===== src/rtl/uart_pkg.sv =====
`default_nettype none
// +--------------------------------------------------------------------+
// | Module      : uart_pkg                                             |
// | Description : Shared types and constants for the UART receiver:    |
// |               receiver state encoding and parity-mode selectors.   |
// | Revision    : 1.0 - initial release                                |
// +--------------------------------------------------------------------+
package uart_pkg;

  typedef enum logic [2:0] {
    IDLE   = 3'd0,
    START  = 3'd1,
    DATA   = 3'd2,
    PARITY = 3'd3,
    STOP   = 3'd4
  } uart_state_e;

  localparam int unsigned PARITY_NONE = 0;
  localparam int unsigned PARITY_EVEN = 1;
  localparam int unsigned PARITY_ODD  = 2;

endpackage
`default_nettype wire


===== src/rtl/uart_rx_sync.sv =====
`default_nettype none
// +--------------------------------------------------------------------+
// | Module      : uart_rx_sync                                         |
// | Description : Two-flop synchronizer for the asynchronous serial    |
// |               line. Flops reset to 1 so the line reads as idle.    |
// | Ports       : clk  - receive clock                                 |
// |               rst  - asynchronous reset, active low                |
// |               din  - asynchronous serial input                     |
// |               dout - synchronized serial line                      |
// | Revision    : 1.0 - initial release                                |
// +--------------------------------------------------------------------+
module uart_rx_sync (
  input  logic clk,
  input  logic rst,
  input  logic din,
  output logic dout
);

  logic r_meta;
  logic r_sync;

  always_ff @(posedge clk or negedge rst) begin
    if (!rst) begin
      r_meta <= 1'b1;
      r_sync <= 1'b1;
    end else begin
      r_meta <= din;
      r_sync <= r_meta;
    end
  end

  assign dout = r_sync;

endmodule
`default_nettype wire


===== src/rtl/uart_rx_core.sv =====
`default_nettype none
// +--------------------------------------------------------------------+
// | Module      : uart_rx_core                                         |
// | Description : UART receiver with optional parity, 1 or 2 stop      |
// |               bits and a single-word valid/ready output buffer.    |
// | Ports       : clk         - receive clock, rising edge             |
// |               rst         - asynchronous reset, active low         |
// |               uart_rx     - serial line, idle high                 |
// |               data_out    - received word (LSB first on the wire)  |
// |               data_valid  - data_out holds an unconsumed word      |
// |               data_ready  - consumer accepts word when valid&ready |
// |               parity_err  - parity mismatch on word in data_out    |
// |               frame_err   - a stop bit of the word sampled low     |
// |               overrun_err - 1-cycle pulse, completed frame dropped |
// |               busy        - receiver is not idle                   |
// | Revision    : 1.0 - initial release                                |
// +--------------------------------------------------------------------+
module uart_rx_core
  import uart_pkg::*;
#(
  parameter int unsigned CLKS_PER_BIT = 434,
  parameter int unsigned DATA_BITS    = 8,
  parameter int unsigned PARITY_MODE  = PARITY_NONE,
  parameter int unsigned STOP_BITS    = 1
) (
  input  logic                 clk,
  input  logic                 rst,
  input  logic                 uart_rx,
  output logic [DATA_BITS-1:0] data_out,
  output logic                 data_valid,
  input  logic                 data_ready,
  output logic                 parity_err,
  output logic                 frame_err,
  output logic                 overrun_err,
  output logic                 busy
);

  localparam logic [15:0] c_HALF      = 16'(CLKS_PER_BIT / 2 - 1);
  localparam logic [15:0] c_FULL      = 16'(CLKS_PER_BIT - 1);
  localparam logic [3:0]  c_LAST_DATA = 4'(DATA_BITS - 1);
  localparam logic [3:0]  c_LAST_STOP = 4'(STOP_BITS - 1);

  logic                 w_rx_s;
  uart_state_e          r_state;
  uart_state_e          w_state_nxt;
  logic [15:0]          r_clk_count;
  logic [3:0]           r_bit_idx;
  logic [DATA_BITS-1:0] r_shift;
  logic                 r_par_bit;
  logic                 r_stop_low;
  logic                 w_tick;
  logic                 w_done;
  logic                 w_par_xor;
  logic                 w_par_err;
  logic                 w_frame_err;

  uart_rx_sync u_sync (
    .clk  (clk),
    .rst  (rst),
    .din  (uart_rx),
    .dout (w_rx_s)
  );

  always_ff @(posedge clk or negedge rst) begin
    if (!rst) begin
      r_state <= IDLE;
    end else begin
      r_state <= w_state_nxt;
    end
  end

  // w_tick marks a sample point: half-bit in START, full bit elsewhere.
  always_comb begin
    w_state_nxt = r_state;
    w_tick      = 1'b0;
    w_done      = 1'b0;
    case (r_state)
      IDLE: begin
        if (!w_rx_s) w_state_nxt = START;
      end
      START: begin
        if (r_clk_count == c_HALF) begin
          w_tick      = 1'b1;
          w_state_nxt = w_rx_s ? IDLE : DATA;
        end
      end
      DATA: begin
        if (r_clk_count == c_FULL) begin
          w_tick = 1'b1;
          if (r_bit_idx == c_LAST_DATA)
            w_state_nxt = (PARITY_MODE != PARITY_NONE) ? PARITY : STOP;
        end
      end
      PARITY: begin
        if (r_clk_count == c_FULL) begin
          w_tick      = 1'b1;
          w_state_nxt = STOP;
        end
      end
      STOP: begin
        if (r_clk_count == c_FULL) begin
          w_tick = 1'b1;
          if (r_bit_idx == c_LAST_STOP) begin
            w_state_nxt = IDLE;
            w_done      = 1'b1;
          end
        end
      end
      default: w_state_nxt = IDLE;
    endcase
  end

  // Bit index restarts on every state change, so it counts data bits in
  // DATA and stop bits in STOP without a second counter.
  always_ff @(posedge clk or negedge rst) begin
    if (!rst) begin
      r_clk_count <= 16'd0;
      r_bit_idx   <= 4'd0;
      r_shift     <= '0;
      r_par_bit   <= 1'b0;
      r_stop_low  <= 1'b0;
    end else begin
      if (r_state == IDLE || w_tick) r_clk_count <= 16'd0;
      else                           r_clk_count <= r_clk_count + 16'd1;

      if (w_state_nxt != r_state) r_bit_idx <= 4'd0;
      else if (w_tick)            r_bit_idx <= r_bit_idx + 4'd1;

      if (r_state == DATA && w_tick)
        r_shift <= {w_rx_s, r_shift[DATA_BITS-1:1]};

      if (r_state == PARITY && w_tick)
        r_par_bit <= w_rx_s;

      if (r_state == START)
        r_stop_low <= 1'b0;
      else if (r_state == STOP && w_tick && !w_rx_s)
        r_stop_low <= 1'b1;
    end
  end

  assign w_par_xor   = ^{r_shift, r_par_bit};
  assign w_par_err   = (PARITY_MODE == PARITY_EVEN) ? w_par_xor  :
                       (PARITY_MODE == PARITY_ODD)  ? ~w_par_xor : 1'b0;
  // The final stop sample is still on the line in the completion cycle.
  assign w_frame_err = r_stop_low | ~w_rx_s;

  // Output buffer: a completing frame is only taken when the slot is empty
  // or being drained on the same edge; otherwise the new frame is dropped.
  always_ff @(posedge clk or negedge rst) begin
    if (!rst) begin
      data_out    <= '0;
      data_valid  <= 1'b0;
      parity_err  <= 1'b0;
      frame_err   <= 1'b0;
      overrun_err <= 1'b0;
    end else begin
      overrun_err <= 1'b0;
      if (w_done) begin
        if (!data_valid || data_ready) begin
          data_out   <= r_shift;
          parity_err <= w_par_err;
          frame_err  <= w_frame_err;
          data_valid <= 1'b1;
        end else begin
          overrun_err <= 1'b1;
        end
      end else if (data_valid && data_ready) begin
        data_valid <= 1'b0;
        parity_err <= 1'b0;
        frame_err  <= 1'b0;
      end
    end
  end

  assign busy = (r_state != IDLE);

endmodule
`default_nettype wire


===== config.mk =====
export PLATFORM = sky130hd
export DESIGN_NAME = uart_rx_core
export DESIGN_NICKNAME = d
export VERILOG_FILES = /design/src/rtl/uart_pkg.sv /design/src/rtl/uart_rx_sync.sv /design/src/rtl/uart_rx_core.sv
export SDC_FILE = /design/constraint.sdc
export NUM_CORES = 1
export LEC_CHECK = 0
export BUFFER_PORTS_ARGS = -buffer_cell sky130_fd_sc_hd__buf_2
export CAP_MARGIN = 25
export CORE_ASPECT_RATIO = 0.75
export CORE_MARGIN = 3
export CORE_UTILIZATION = 60
export DETAILED_ROUTE_END_ITERATION = 16
export PLACE_DENSITY = 0.88
export SYNTH_ARGS = -nofsm -noshare
export SYNTH_HDL_FRONTEND = slang
export SYNTH_SLANG_ARGS = --single-unit

===== constraint.sdc =====
create_clock -name clk -period 3.19 [get_ports clk]
set_clock_uncertainty 0.05 [all_clocks]
set_input_delay 0.1595 -clock clk [delete_from_list [all_inputs] [get_ports clk]]
set_output_delay 0.1595 -clock clk [all_outputs]
set_load 0.05 [all_outputs]

Yosys cells after proc, flatten, opt, wreduce, memory -nomap -nowiden
Cells that the tools add are included.
Word-level totals
  register bits after elaboration: 46
  bits of input ports: 4
  output and inout bits: 13
  logic and storage cells: 71
Cells by class
  add/subtract/negate cells: 2
  eq/ne operators: 9
  multiplexer cells: 29
  bitwise gates (word level): 2
  reduce and logical (&&, ||, !) cells: 17
Operators with widths (count)
  two-way mux 3 bit: 7
  adder 16 x 1 -> 16 bit (second input constant): 1
  == test 16 x 8 -> 1 bit (second input constant): 1
  == test 16 x 9 -> 1 bit (second input constant): 1
  two-way mux 1 bit: 16
  two-way mux 16 bit: 1
  case mux 3 bit (5 select lines): 1
  two-way mux 4 bit: 2
  == test 3 x 2 -> 1 bit (second input constant): 2
  nonzero test 2 bit: 3
  adder 4 x 1 -> 4 bit (second input constant): 1
  == test 4 x 3 -> 1 bit (second input constant): 1
  logical AND 1 bit: 4
  zero test 4 bit: 1
  AND reduction 2 bit: 2
  == test 3 x 1 -> 1 bit (second input constant): 1
  == test 3 bit (second input constant): 1
  zero test 3 bit: 1
  != test 3 bit: 1
  nonzero test 3 bit: 1
  OR reduction 3 bit: 1
  zero test 1 bit: 2
  logical OR 1 bit: 2
  two-way mux 2 bit: 1
  4 further kinds: 4

Logic depth before layout (Yosys ltp)
  word-level depth: 7
  gate-level depth with buffers: 8
  gate-level depth less buffers: 7

By module
Synthesis repeated with hierarchy kept, for this count alone.
Second synthesis, totals
  cells, all modules: 207
  area total of the unflattened synthesis: 2303.5 µm²
By module, submodules not included
  uart_rx_core: times used 1, cells an instance 205, area an instance 2250.9 µm²
  uart_rx_sync: times used 1, cells an instance 2, area an instance 52.6 µm²

Least setup slack after synthesis
OpenSTA, ideal clock, no wires.
  path kind: register -> register
  start point: reg r_clk_count[2]
  end point: reg data_out[0]
  library setup time: 0.125 ns
  arrival: 1.874 ns
  required time: 3.015 ns
  path slack: 1.141 ns
  cell stages (with the launch flop): 7
  buffers on the path: 1
  cells stage by stage: dfrtp_1 nor4_4 nand4_4 nor3_2 and2_2 buf_8 mux2_4
On the way
  cells in the longest elaborated chain, start to end: 4
Ends and longest elaborated chain
  from (decl): line uart_rx_core.sv:46  | logic [15:0] r_clk_count;
  from (signal assigned): line uart_rx_core.sv:124  | else r_clk_count <= r_clk_count + 16'd1;
  == test 16 x 9 -> 1 bit: line uart_rx_core.sv:101  | if (r_clk_count == c_FULL) begin
  two-way mux 1 bit: line uart_rx_core.sv:101
  two-way mux 1 bit: line uart_rx_core.sv:77  | case (r_state)
  AND reduction 2 bit (no line)
  to (signal assigned): line uart_rx_core.sv:161  | data_out <= r_shift;
  to (decl): line uart_rx_core.sv:29  | output logic [DATA_BITS-1:0] data_out,
No other way between the ends.
A chain may end at the register's enable or synchronous reset.

Worst setup path in the final report
  start point: reg r_clk_count[2]
  end point: reg data_out[2]
The elaborated chain is that of the path after synthesis.

==> results.yml <==
synth:
  synth_seq_cells: 45
  syn_nets: 226
  ys.warnings.count: 0
  synth_edf_count: 0
  seq_area_frac_synth_pct: 47.9
  synthCells: 217
  syn_area_um2: 2360
  syn_avg_cell_area_um2: 10.9
  synth_ff_type: "dfrtp_1"
  yosysUniqueCellTypes: 52
  async_reset_ff_share_pct: 100
clock_network:
  clk_latency_ns: 0.30
  htree_levels: 2
  root_buffer: "clkbuf_8"
  cts_buffer_depth: 2
  cts.clk_slew.worst_paths_ns: 0.08
  cts_made_buffers: 5
  cts.sinks: 45
  cts_tree: "yes"
timing:
  tns_ns: 0
  finalHoldViolCount: 0
  drv_slew: 0
  rsz0062_at_grt: "no"
  period_minus_slack_ns: 2.32
  maxSlewHeadroom_pct: 53.3
  period_share_pct: 72.6
  fmax_mhz: 432
  worst_slew_pin_slew_ns: 0.701
  setup_viol: 0
worst_setup_path:
  r2r_setup_slack_ns: 0.87
  path_max_fanout: 9
  crit_start: "r_clk_count[2]"
  arrival_ns: 2.45
  required_ns: 3.33
  endpoint: "data_out[2]"
  path_class: "register to register"
  endpoint_kind: "register"
  start_kind: "register"
  r2r_cells: 5
  worstReg2RegEnd: "data_out[2]"
  worstReg2RegStart: "r_clk_count[2]"
detailed_routing:
  antenna_left: 0
  first_iter_violations: 138
  drt-pass1-iter-count: 4
  drc: 0
  via_per_inst: 5.89
  dr_total_vias: 1691
  drt-total-wl_um: 4650
  wl_per_cell_um: 16.2
min_path:
  min_path_type: "input pin to register"
global_routing:
  overflow: 0
  grt_max_degree: 46
  grt_util_all_layers_pct: 21.1
  grt_pass1_wl_um: 7500
  antenna_found_initial: 0
  grt_pass1_vias: 1549
floorplan:
  die_x_um: 78.4
  fp.dieH_um: 60.3
  pin_count: 17
  die_area_um2: 4730
  initial_core_util_pct: 63.6
  core-area_um2: 3710
  rows: 19
placement:
  dp_hpwl_um: 3140
  port-buffer-count: 15
  place_area_um2: 2450
  gp_congestion: 0.843
run:
  cap_viol_max_count: 0
status:
  status: "complete, no violations"
power:
  p_leak_nw: 1.20
  powerDensity_nw_per_um2: 400
  peakVddDrop_mv: 0.417
layout:
  fillCellCount: 271
  fin_area_um2: 2610
  nets: 243
  syn_to_final_growth_pct: 10.7
  diodes: 0
  drive_above_1_share_pct: 21.3
  final_core_util_pct: 70.4
==> final cells by class <==
cell class	count	area (um2)	share of cell area, %
Inverter	10	37.5	1.44
Clock buffer	6	82.6	3.16
Multi-Input combinational cell	154	1140	43.8
Sequential cell	45	1130	43.2
Tap cell	52	65.1	2.49
Clock inverter	2	37.5	1.44
Timing Repair Buffer	18	115	4.41
==> state kept, by name (all words and copies together), names as in the netlist <==
register,count
data_out,8
data_valid,1
frame_err,1
overrun_err,1
r_bit_idx,4
r_clk_count,16
r_shift,8
r_state,3
r_stop_low,1
u_sync.dout,1
u_sync.r_meta,1
==> logic make-up (layout without fill, tap and decap cells) <==
group | count (synthesis) | count (layout) | share of synthesized area, %
multiplexers | 18 | 18 | 9.76
buffers and inverters | 18 | 36 | 3.61
other | 1 | 1 | 0.159
flip-flops | 45 | 45 | 47.9
adder cells (fa/ha/maj) | 5 | 5 | 2.65
AO/OA/AOI/OAI | 29 | 29 | 8.28
XOR/XNOR | 15 | 15 | 5.57
AND/OR/NAND/NOR | 86 | 86 | 22.1
==> cells in the final DEF, fill, tap and decap left out, drive strengths merged, types with 5 or more instances in the layout <==
cell,count
a21oi,6
and4,5
buf,16
clkbuf,6
dfrtp,43
ha,5
inv,10
mux2,16
nand2,11
nand3,8
nand4,5
nor2,27
nor3,7
o21ai,6
o22ai,5
xnor2,9
xor2,6
==> routing by layer <==
| layer | vias up | share of wire (%) | global-route usage, % |
|---|---|---|---|
| met4 | 0 | 1.3 | 8.48 |
| li1 | 802 | - | - |
| met3 | 7 | 5.4 | 5.42 |
| met1 | 831 | 46 | 28.9 |
| met5 | - | 0 | 0 |
| met2 | 51 | 48 | 32.3 |
==> report_power, final <==
group / internal (W) / total [W] / switching, W
combinational: 0.00000603 / 0.0000208 / 0.0000147
sequential: 0.000572 / 0.000574 / 0.00000150
clock: 0.000255 / 0.000450 / 0.000196
==> how the worst min path moves through the flow <==
stage / start / endpoint / slack (ns) / cells past startpoint
after floorplan: rst / data_out[0] / -0.19 / 0
after global placement: uart_rx / u_sync.r_meta / 0.22 / 1
after detailed placement: uart_rx / u_sync.r_meta / 0.22 / 1
after CTS: data_ready / overrun_err / 0.11 / 3
after global routing: data_ready / overrun_err / 0.11 / 3
final: data_ready / overrun_err / 0.12 / 3
==> synth_stat cells, drive strengths merged (3+ instances only) <==
cell     n  area [um2]
a21oi    6        30.0
and3     3        18.8
and4     5        43.8
buf      4        32.5
clkbuf   4        15.0
dfrtp   43        1080
ha       5        62.6
inv     10        37.5
mux2    16         210
nand2   11        41.3
nand2b   3        18.8
nand3    8        40.0
nand4    5        46.3
nor2    27         101
nor2b    3        18.8
nor3     7        51.3
nor4     3        48.8
o21ai    6        30.0
o22ai    5        37.5
xnor2    9        78.8
xor2     6        52.6
==> critical path: stages (launching register included) <==
cell,delay (ns)
dfrtp_1,0.47
nor4_4,0.47
nand4_4,0.26
nor3_2,0.25
and2_2,0.36
mux2_4,0.34
==> metrics by stage <==
step	cells	setup WS, ns	hold slack [ns]	total power [W]
2_1_floorplan	217	1.14	-0.186	0.000589
3_3_place_gp	276	0.985	0.216	0.000601
3_5_place_dp	276	0.881	0.217	0.000602
4_1_cts	286	0.887	0.109	0.00105
5_1_grt	287	0.721	0.114	0.00108
6_report	287	0.874	0.123	0.00104
==> what timing repair did <==
action | in CTS | in global routing
endpoints found under the hold margin | 44 | 0
setup endpoints to repair | 0 | 0
hold buffers | 2 | 0
resized for setup | 0 | 0
buffers inserted | 0 | 0
No activity file was read; power rests on OpenSTA's default activity.
